File: src/rtl/complex_fir_stream.sv
// complex_fir_stream: streaming complex FIR with loadable taps and valid/ready.
// Optional output saturation enabled by defining CFIR_SAT_EN (default: wrap).
module complex_fir_stream #(
    parameter int DATA_W = 16,
    parameter int COEF_W = 16,
    parameter int TAPS   = 4,
    parameter int OUT_W  = 32
) (
    input  logic                     clk,
    input  logic                     rst,
    input  logic                     coef_we,
    input  logic [$clog2(TAPS)-1:0]  coef_addr,
    input  logic signed [COEF_W-1:0] coef_r,
    input  logic signed [COEF_W-1:0] coef_i,
    input  logic                     in_valid,
    output logic                     in_ready,
    input  logic signed [DATA_W-1:0] in_r,
    input  logic signed [DATA_W-1:0] in_i,
    output logic                     out_valid,
    input  logic                     out_ready,
    output logic signed [OUT_W-1:0]  out_r,
    output logic signed [OUT_W-1:0]  out_i
);

    localparam int ACC_W = DATA_W + COEF_W + $clog2(TAPS) + 1;
    localparam int AW    = $clog2(TAPS);
    localparam logic [AW-1:0] LAST = AW'(TAPS - 1);

    typedef enum logic [1:0] {IDLE, MAC, OUT} state_t;

    state_t                  state;
    logic [AW-1:0]           k;
    logic signed [DATA_W-1:0] x_r [TAPS];
    logic signed [DATA_W-1:0] x_i [TAPS];
    logic signed [COEF_W-1:0] h_r [TAPS];
    logic signed [COEF_W-1:0] h_i [TAPS];
    logic signed [ACC_W-1:0] acc_r;
    logic signed [ACC_W-1:0] acc_i;
    logic signed [ACC_W-1:0] prod_r;
    logic signed [ACC_W-1:0] prod_i;
    logic signed [ACC_W-1:0] acc_nr;
    logic signed [ACC_W-1:0] acc_ni;
    logic signed [OUT_W-1:0] y_r;
    logic signed [OUT_W-1:0] y_i;
    logic                    addr_ok;

    assign addr_ok = int'(coef_addr) < TAPS;

    // Complex product of the current tap, sign-extended to the accumulator width
    always_comb begin
        prod_r = ACC_W'(x_r[k]) * ACC_W'(h_r[k])
               - ACC_W'(x_i[k]) * ACC_W'(h_i[k]);
        prod_i = ACC_W'(x_r[k]) * ACC_W'(h_i[k])
               + ACC_W'(x_i[k]) * ACC_W'(h_r[k]);
        acc_nr = acc_r + prod_r;
        acc_ni = acc_i + prod_i;
    end

`ifdef CFIR_SAT_EN
    logic [ACC_W-OUT_W:0] hi_r;
    logic [ACC_W-OUT_W:0] hi_i;

    // Clamp each part to the signed output range when the upper bits disagree
    always_comb begin
        hi_r = acc_nr[ACC_W-1:OUT_W-1];
        hi_i = acc_ni[ACC_W-1:OUT_W-1];
        y_r  = acc_nr[OUT_W-1:0];
        y_i  = acc_ni[OUT_W-1:0];
        if (!(&hi_r || ~|hi_r)) begin
            y_r = acc_nr[ACC_W-1] ? {1'b1, {(OUT_W-1){1'b0}}}
                                  : {1'b0, {(OUT_W-1){1'b1}}};
        end
        if (!(&hi_i || ~|hi_i)) begin
            y_i = acc_ni[ACC_W-1] ? {1'b1, {(OUT_W-1){1'b0}}}
                                  : {1'b0, {(OUT_W-1){1'b1}}};
        end
    end
`else
    // Wrap: keep the low output bits of the final accumulator value
    always_comb begin
        y_r = acc_nr[OUT_W-1:0];
        y_i = acc_ni[OUT_W-1:0];
    end
`endif

    // Control FSM with delay line, coefficient store, accumulators and outputs
    always_ff @(posedge clk) begin
        if (rst) begin
            state     <= IDLE;
            k         <= '0;
            acc_r     <= '0;
            acc_i     <= '0;
            out_r     <= '0;
            out_i     <= '0;
            out_valid <= 1'b0;
            in_ready  <= 1'b1;
            for (int j = 0; j < TAPS; j++) begin
                x_r[j] <= '0;
                x_i[j] <= '0;
                h_r[j] <= '0;
                h_i[j] <= '0;
            end
            h_r[0] <= COEF_W'(1);
        end else begin
            unique case (state)
                IDLE: begin
                    if (coef_we && addr_ok) begin
                        h_r[coef_addr] <= coef_r;
                        h_i[coef_addr] <= coef_i;
                    end
                    if (in_valid) begin
                        for (int j = TAPS - 1; j > 0; j--) begin
                            x_r[j] <= x_r[j-1];
                            x_i[j] <= x_i[j-1];
                        end
                        x_r[0]   <= in_r;
                        x_i[0]   <= in_i;
                        acc_r    <= '0;
                        acc_i    <= '0;
                        k        <= '0;
                        in_ready <= 1'b0;
                        state    <= MAC;
                    end
                end
                MAC: begin
                    acc_r <= acc_nr;
                    acc_i <= acc_ni;
                    k     <= k + AW'(1);
                    if (k == LAST) begin
                        out_r     <= y_r;
                        out_i     <= y_i;
                        out_valid <= 1'b1;
                        state     <= OUT;
                    end
                end
                OUT: begin
                    if (out_ready) begin
                        out_valid <= 1'b0;
                        in_ready  <= 1'b1;
                        state     <= IDLE;
                    end
                end
                default: begin
                    state <= IDLE;
                end
            endcase
        end
    end

endmodule

File: config.mk
export PLATFORM = sky130hd
export DESIGN_NAME = complex_fir_stream
export DESIGN_NICKNAME = d
export VERILOG_FILES = /design/src/rtl/complex_fir_stream.sv
export SDC_FILE = /design/constraint.sdc
export NUM_CORES = 2
export LEC_CHECK = 0
export CORE_MARGIN = 4
export CORE_UTILIZATION = 40
export CTS_CLUSTER_SIZE = 20
export DETAILED_ROUTE_END_ITERATION = 8
export PLACE_DENSITY = 0.63
export REMOVE_ABC_BUFFERS = 1
export SYNTH_ARGS = -nofsm -noshare
export SYNTH_HDL_FRONTEND = slang
export SYNTH_SLANG_ARGS = --single-unit
File: constraint.sdc
create_clock -name clk -period 12.6 [get_ports clk]
set_clock_uncertainty 0.2 [all_clocks]
set_input_delay 3.15 -clock clk [delete_from_list [all_inputs] [get_ports clk]]
set_output_delay 3.15 -clock clk [all_outputs]
set_load 0.01 [all_outputs]
Word level (Yosys, flattened, before mapping)
Memories as Yosys holds them, arrays and structs flattened. A register that Yosys moved wholly into a read port is not among the register bits.
Cells that the tools add are included.
Storage, ports and cells
  flip-flop bits (word level): 140
  bits in writable memories: 256
  output and inout bits: 66
  input port bits: 71
  memories kept: 4
Operators by class
  reductions and logical operators: 11
  multipliers: 4
  equal/unequal tests: 6
  bitwise operators: 9
  multiplexer cells: 48
  add/subtract/negate cells: 5
Memories
  h_i: words 4, bits a word 16, rd ports 1, clocked after Yosys merged registers in 1, write ports 4, line 36  | logic signed [COEF_W-1:0] h_i [TAPS];
  h_r: words 4, bits a word 16, rd ports 1, clocked after Yosys merged registers in 1, write ports 4, line 35  | logic signed [COEF_W-1:0] h_r [TAPS];
  x_i: words 4, bits a word 16, rd ports 4, clocked after Yosys merged registers in 1, write ports 4, line 34  | logic signed [DATA_W-1:0] x_i [TAPS];
  x_r: words 4, bits a word 16, rd ports 4, clocked after Yosys merged registers in 1, write ports 4, line 33  | logic signed [DATA_W-1:0] x_r [TAPS];
Operator list (count)
  $mux W16: 11
  $pmux W35 S2: 2
  $mul A16 B16 Y32: 4
  $add A35 B33 Y35: 2
  $mux W35: 1
  $add A32 B32 Y33: 1
  $sub A32 B32 Y33: 1
  $reduce_or A16 Y1: 2
  $mux W2: 14
  $mux W1: 16
  $or A1 B1 Y1: 9
  $reduce_and A3 Y1: 3
  $ne A2 B2 Y1 const B: 3
  $pmux W2 S3: 1
  $reduce_bool A2 Y1: 3
  $eq A2 B2 Y1 const B: 2
  $pmux W1 S2: 2
  $pmux W2 S2: 1
  $reduce_and A2 Y1: 2
  $add A2 B1 Y2 const B: 1
  $eq A2 B1 Y1 const B: 1
  $logic_not A2 Y1: 1

Longest topological paths before layout
  depth in word-level cells: 6
  gate-level depth with buffers: 35
  gate-level depth less buffers: 32

Worst setup path before layout
OpenSTA, ideal clock, no wires.
  kind: reg-to-reg
  start: register with a tool-made name
  end: register acc_i[30]
  data required time: 12283 ps
  setup time: 117 ps
  buffers on the path: 5
  arrival time: 8638 ps
  cell stages (with the launch flop): 30
  slack: 3645 ps
  cell sequence: dfxtp_1 buf_2 buf_2 clkbuf_1 o21a_1 clkbuf_1 clkbuf_1 nand2_1 fa_1 fa_1 inv_1 fa_1 inv_1 fa_1 inv_1 fa_1 fa_1 fa_1 inv_1 fa_1 inv_1 ha_1 or4_1 o21ai_1 a21oi_1 a22o_1 or3b_1 a31o_1 xor2_1 a22o_1
RTL lines
  end signal: assignment: line 127  | acc_i <= acc_ni;
  end: declaration: line 38  | logic signed [ACC_W-1:0] acc_i;

==> flow_summary.ini <==
[worst_setup_path]
critPathKind = reg -> reg
cp-start-kind = register
critPathArrivalTime_ns = 10.52
cp_data_required_time_ns = 12.99
crit_top_cell = fa_1
crit_fanout = 72
crit_slowest_cell = o21ai_1
slowest_delay_ns = 1.09
worst_setup_path_end_kind = register

[floorplanning]
dieArea_sq_mm = 0.1494
core_sq_mm = 0.1419
start_util_pct = 40.39
die_w_um = 386.6
io_pins = 137
rows = 138
die_h_um = 386.6

[synth]
ys_ff_latch = 392
yosysWarnings = 0
async_flop_share_pct = 0
synth.top_cell.area_share_pct = 43.27
synth_area_leaders = fa_1 (43%), edfxtp_1 (13%), inv_1 (9.4%)
synth_area_per_cell_sq_um = 9.668
seq_area_frac_synth_pct = 17.88
synthCells = 5929
synth_cell_types = 68
synth_flop_cell = edfxtp_1
synth_top_area_cell = fa_1
synth_edf_count = 240
synthesis.area_sq_mm = 0.05732

[grt]
busiest_layer = met2
grt_util_met1_pct = 31.79
grtUsageMet3_pct = 5.131
track_usage_pct = 23.57
grt_max_degree = 76
grt_overflow = 0
use_met2_pct = 37.34
grt_pass1_vias = 43420
grt_first_pass_wirelength_mm = 268.2
antenna_found_initial = 3

[final_layout]
layoutNonFillerInstCount = 7891
fillers = 13550
final_util_pct = 44.10
nets = 7571
area.growth.synth_to_final_pct = 9.205
drive_above_1_share_pct = 5.018

[drt]
ant_nets = 0
vias_per_cell = 5.092
drtIter0Drc = 3178
remaining_drc_errors = 0
vias = 40180
dr.pass1.iters = 5
post_drt_wl_per_cell_um = 21.64
routed_wl_mm = 170.7

[timing]
rsz0062_at_grt = false
setup_viol = 0
period_needed_ns = 10.13
timing.final.crit_share_pct = 80.36
hold_viol = 0
tightest_slew_ns = 1.441
setup_tns_ns = 0
slew_headroom_pct = 3.291
slew_violations = 0
fmax_mhz = 98.76
setup_ws_ns = 2.475

[clock_tree]
cts_sinks = 392
cts_tree = done
clkTransAtPathRegs_ns = 0.06
ctsResizeCount = 0
cts-root-buf = clkbuf_16
holdBufCountCts = 0
clk_path_buf_depth = 3
cts_made_buffers = 45
ctsHtreeMaxLevel = 2
post-cts-setup-buffers = 0
insertion_delay_ns = 0.67

[placement]
routabilityCongestion = 0.9363
hpwl_mm = 130.9
place_ws_ns = 2.577
dp_cells = 7805
io_buffer_count = 136

[min_path]
holdCritPathClass = reg -> reg

[flow_run]
maxCapViolCount = 0

[run_status]
status = finished, final reports clean
## cells in the mapped netlist, types with 3 or more instances
cell type / n
inv_1: 1434
fa_1: 1239
nand2_1: 771
nor2_1: 532
ha_1: 299
and2_1: 262
edfxtp_1: 240
clkbuf_1: 213
dfxtp_1: 152
a21oi_1: 116
xnor2_1: 79
o21a_1: 59
mux2i_1: 57
mux2_2: 56
o21ai_0: 55
o21ai_1: 41
a22oi_1: 40
buf_2: 28
buf_1: 27
xor2_1: 27
a21o_1: 23
nand2b_1: 21
a211oi_1: 15
nor3_1: 14
a22o_1: 12
nand3_1: 10
nor2b_1: 10
mux4_2: 8
and3_1: 7
o211ai_1: 7
o21bai_1: 7
a31oi_1: 6
or2_2: 6
nand3b_1: 5
or3_1: 5
a31oi_2: 3
nand4_1: 3
or4_1: 3
## cell families after synthesis
logic type | after synthesis | share of synthesized area (%)
AND/OR/NAND/NOR | 1658 | 12.41
flip-flops | 392 | 17.88
multiplexers | 121 | 2.410
adder cells (fa/ha/maj) | 1538 | 49.80
XOR/XNOR | 106 | 1.620
buffers and inverters | 1702 | 11.21
AO/OA/AOI/OAI | 412 | 4.673
## placed cells by master, fill, tap and decap left out, types with 7 or more instances in the layout
master,count
o21a_1,58
clkdlybuf4s50_1,135
nor3_1,12
nand2b_1,20
clkbuf_1,12
inv_1,1434
dfxtp_1,150
ha_1,299
mux2i_1,57
o21ai_2,19
o21ai_0,38
mux2_2,56
a21o_1,23
xnor2_1,79
edfxtp_1,240
a21oi_1,116
nor2b_1,8
a22oi_1,40
and3_1,7
buf_4,116
o21ai_1,39
mux4_2,8
nor2_1,531
and2_1,261
a211oi_1,15
nand2_1,770
fa_1,1239
clkbuf_16,45
a22o_1,12
nand3_1,10
o211ai_1,7
xor2_1,27
## final cells by class
type                            instances  area, sq um  area share [%]
Antenna cell                            3        7.507         0.01199
Timing Repair Buffer                  254         2268           3.624
Sequential cell                       392        10260           16.39
Clock inverter                         23        315.3          0.5037
Multi-Input combinational cell       3835        40790           65.16
Inverter                             1434         5383           8.599
Tap cell                             1890         2365           3.778
Clock buffer                           60         1212           1.937
## state kept, by name, summed over array words and instances, names as in the netlist, named ones only
name,cells
acc_i,32
acc_r,32
h_i,64
h_r,64
in_ready,1
k,2
out_i,32
out_r,32
out_valid,1
state,2
x_i,64
x_r,64
## worst max-delay path: cells and delay by family (launching register included)
family          cells  cell delay (ns)
compound gates      7             2.76
flops               1             0.59
xor+xnor            1             0.18
fa+ha+maj           9             4.32
mux                 1             0.41
buf+inv             7             0.79
simple gates        3             0.70
## worst paths after layout
path                                 from   endpoint  slack (ns)  depth (start not counted)
worst max-delay path             register  out_i[30]        2.47                         28
worst min-delay path            acc_i[24]  acc_i[24]        0.25                          2
worst max register to register   register  out_i[30]        2.47                         28
worst min register to register  acc_i[24]  acc_i[24]        0.25                          2
## routing by layer
| metal | routed length [um] | vias to the layer above | share of wire (%) |
|---|---|---|---|
| li1 | - | 17550 | - |
| met1 | 68620 | 20690 | 40 |
| met2 | 78340 | 1669 | 46 |
| met3 | 15670 | 273 | 9.2 |
| met4 | 8099 | 0 | 4.7 |
| met5 | 0 | - | 0 |
## stage by stage
step | hold slack (ns) | area, sq um
floorplan | 0.2156 | 56280
global placement | 0.2339 | 61040
detailed placement | 0.2439 | 61060
CTS | 0.2529 | 62590
global route | 0.2666 | 62590
finish | 0.2509 | 62600
Power is left out: the tool's default activity adds up to more than one toggle a clock period on the data nets, which glitch-free logic cannot reach.
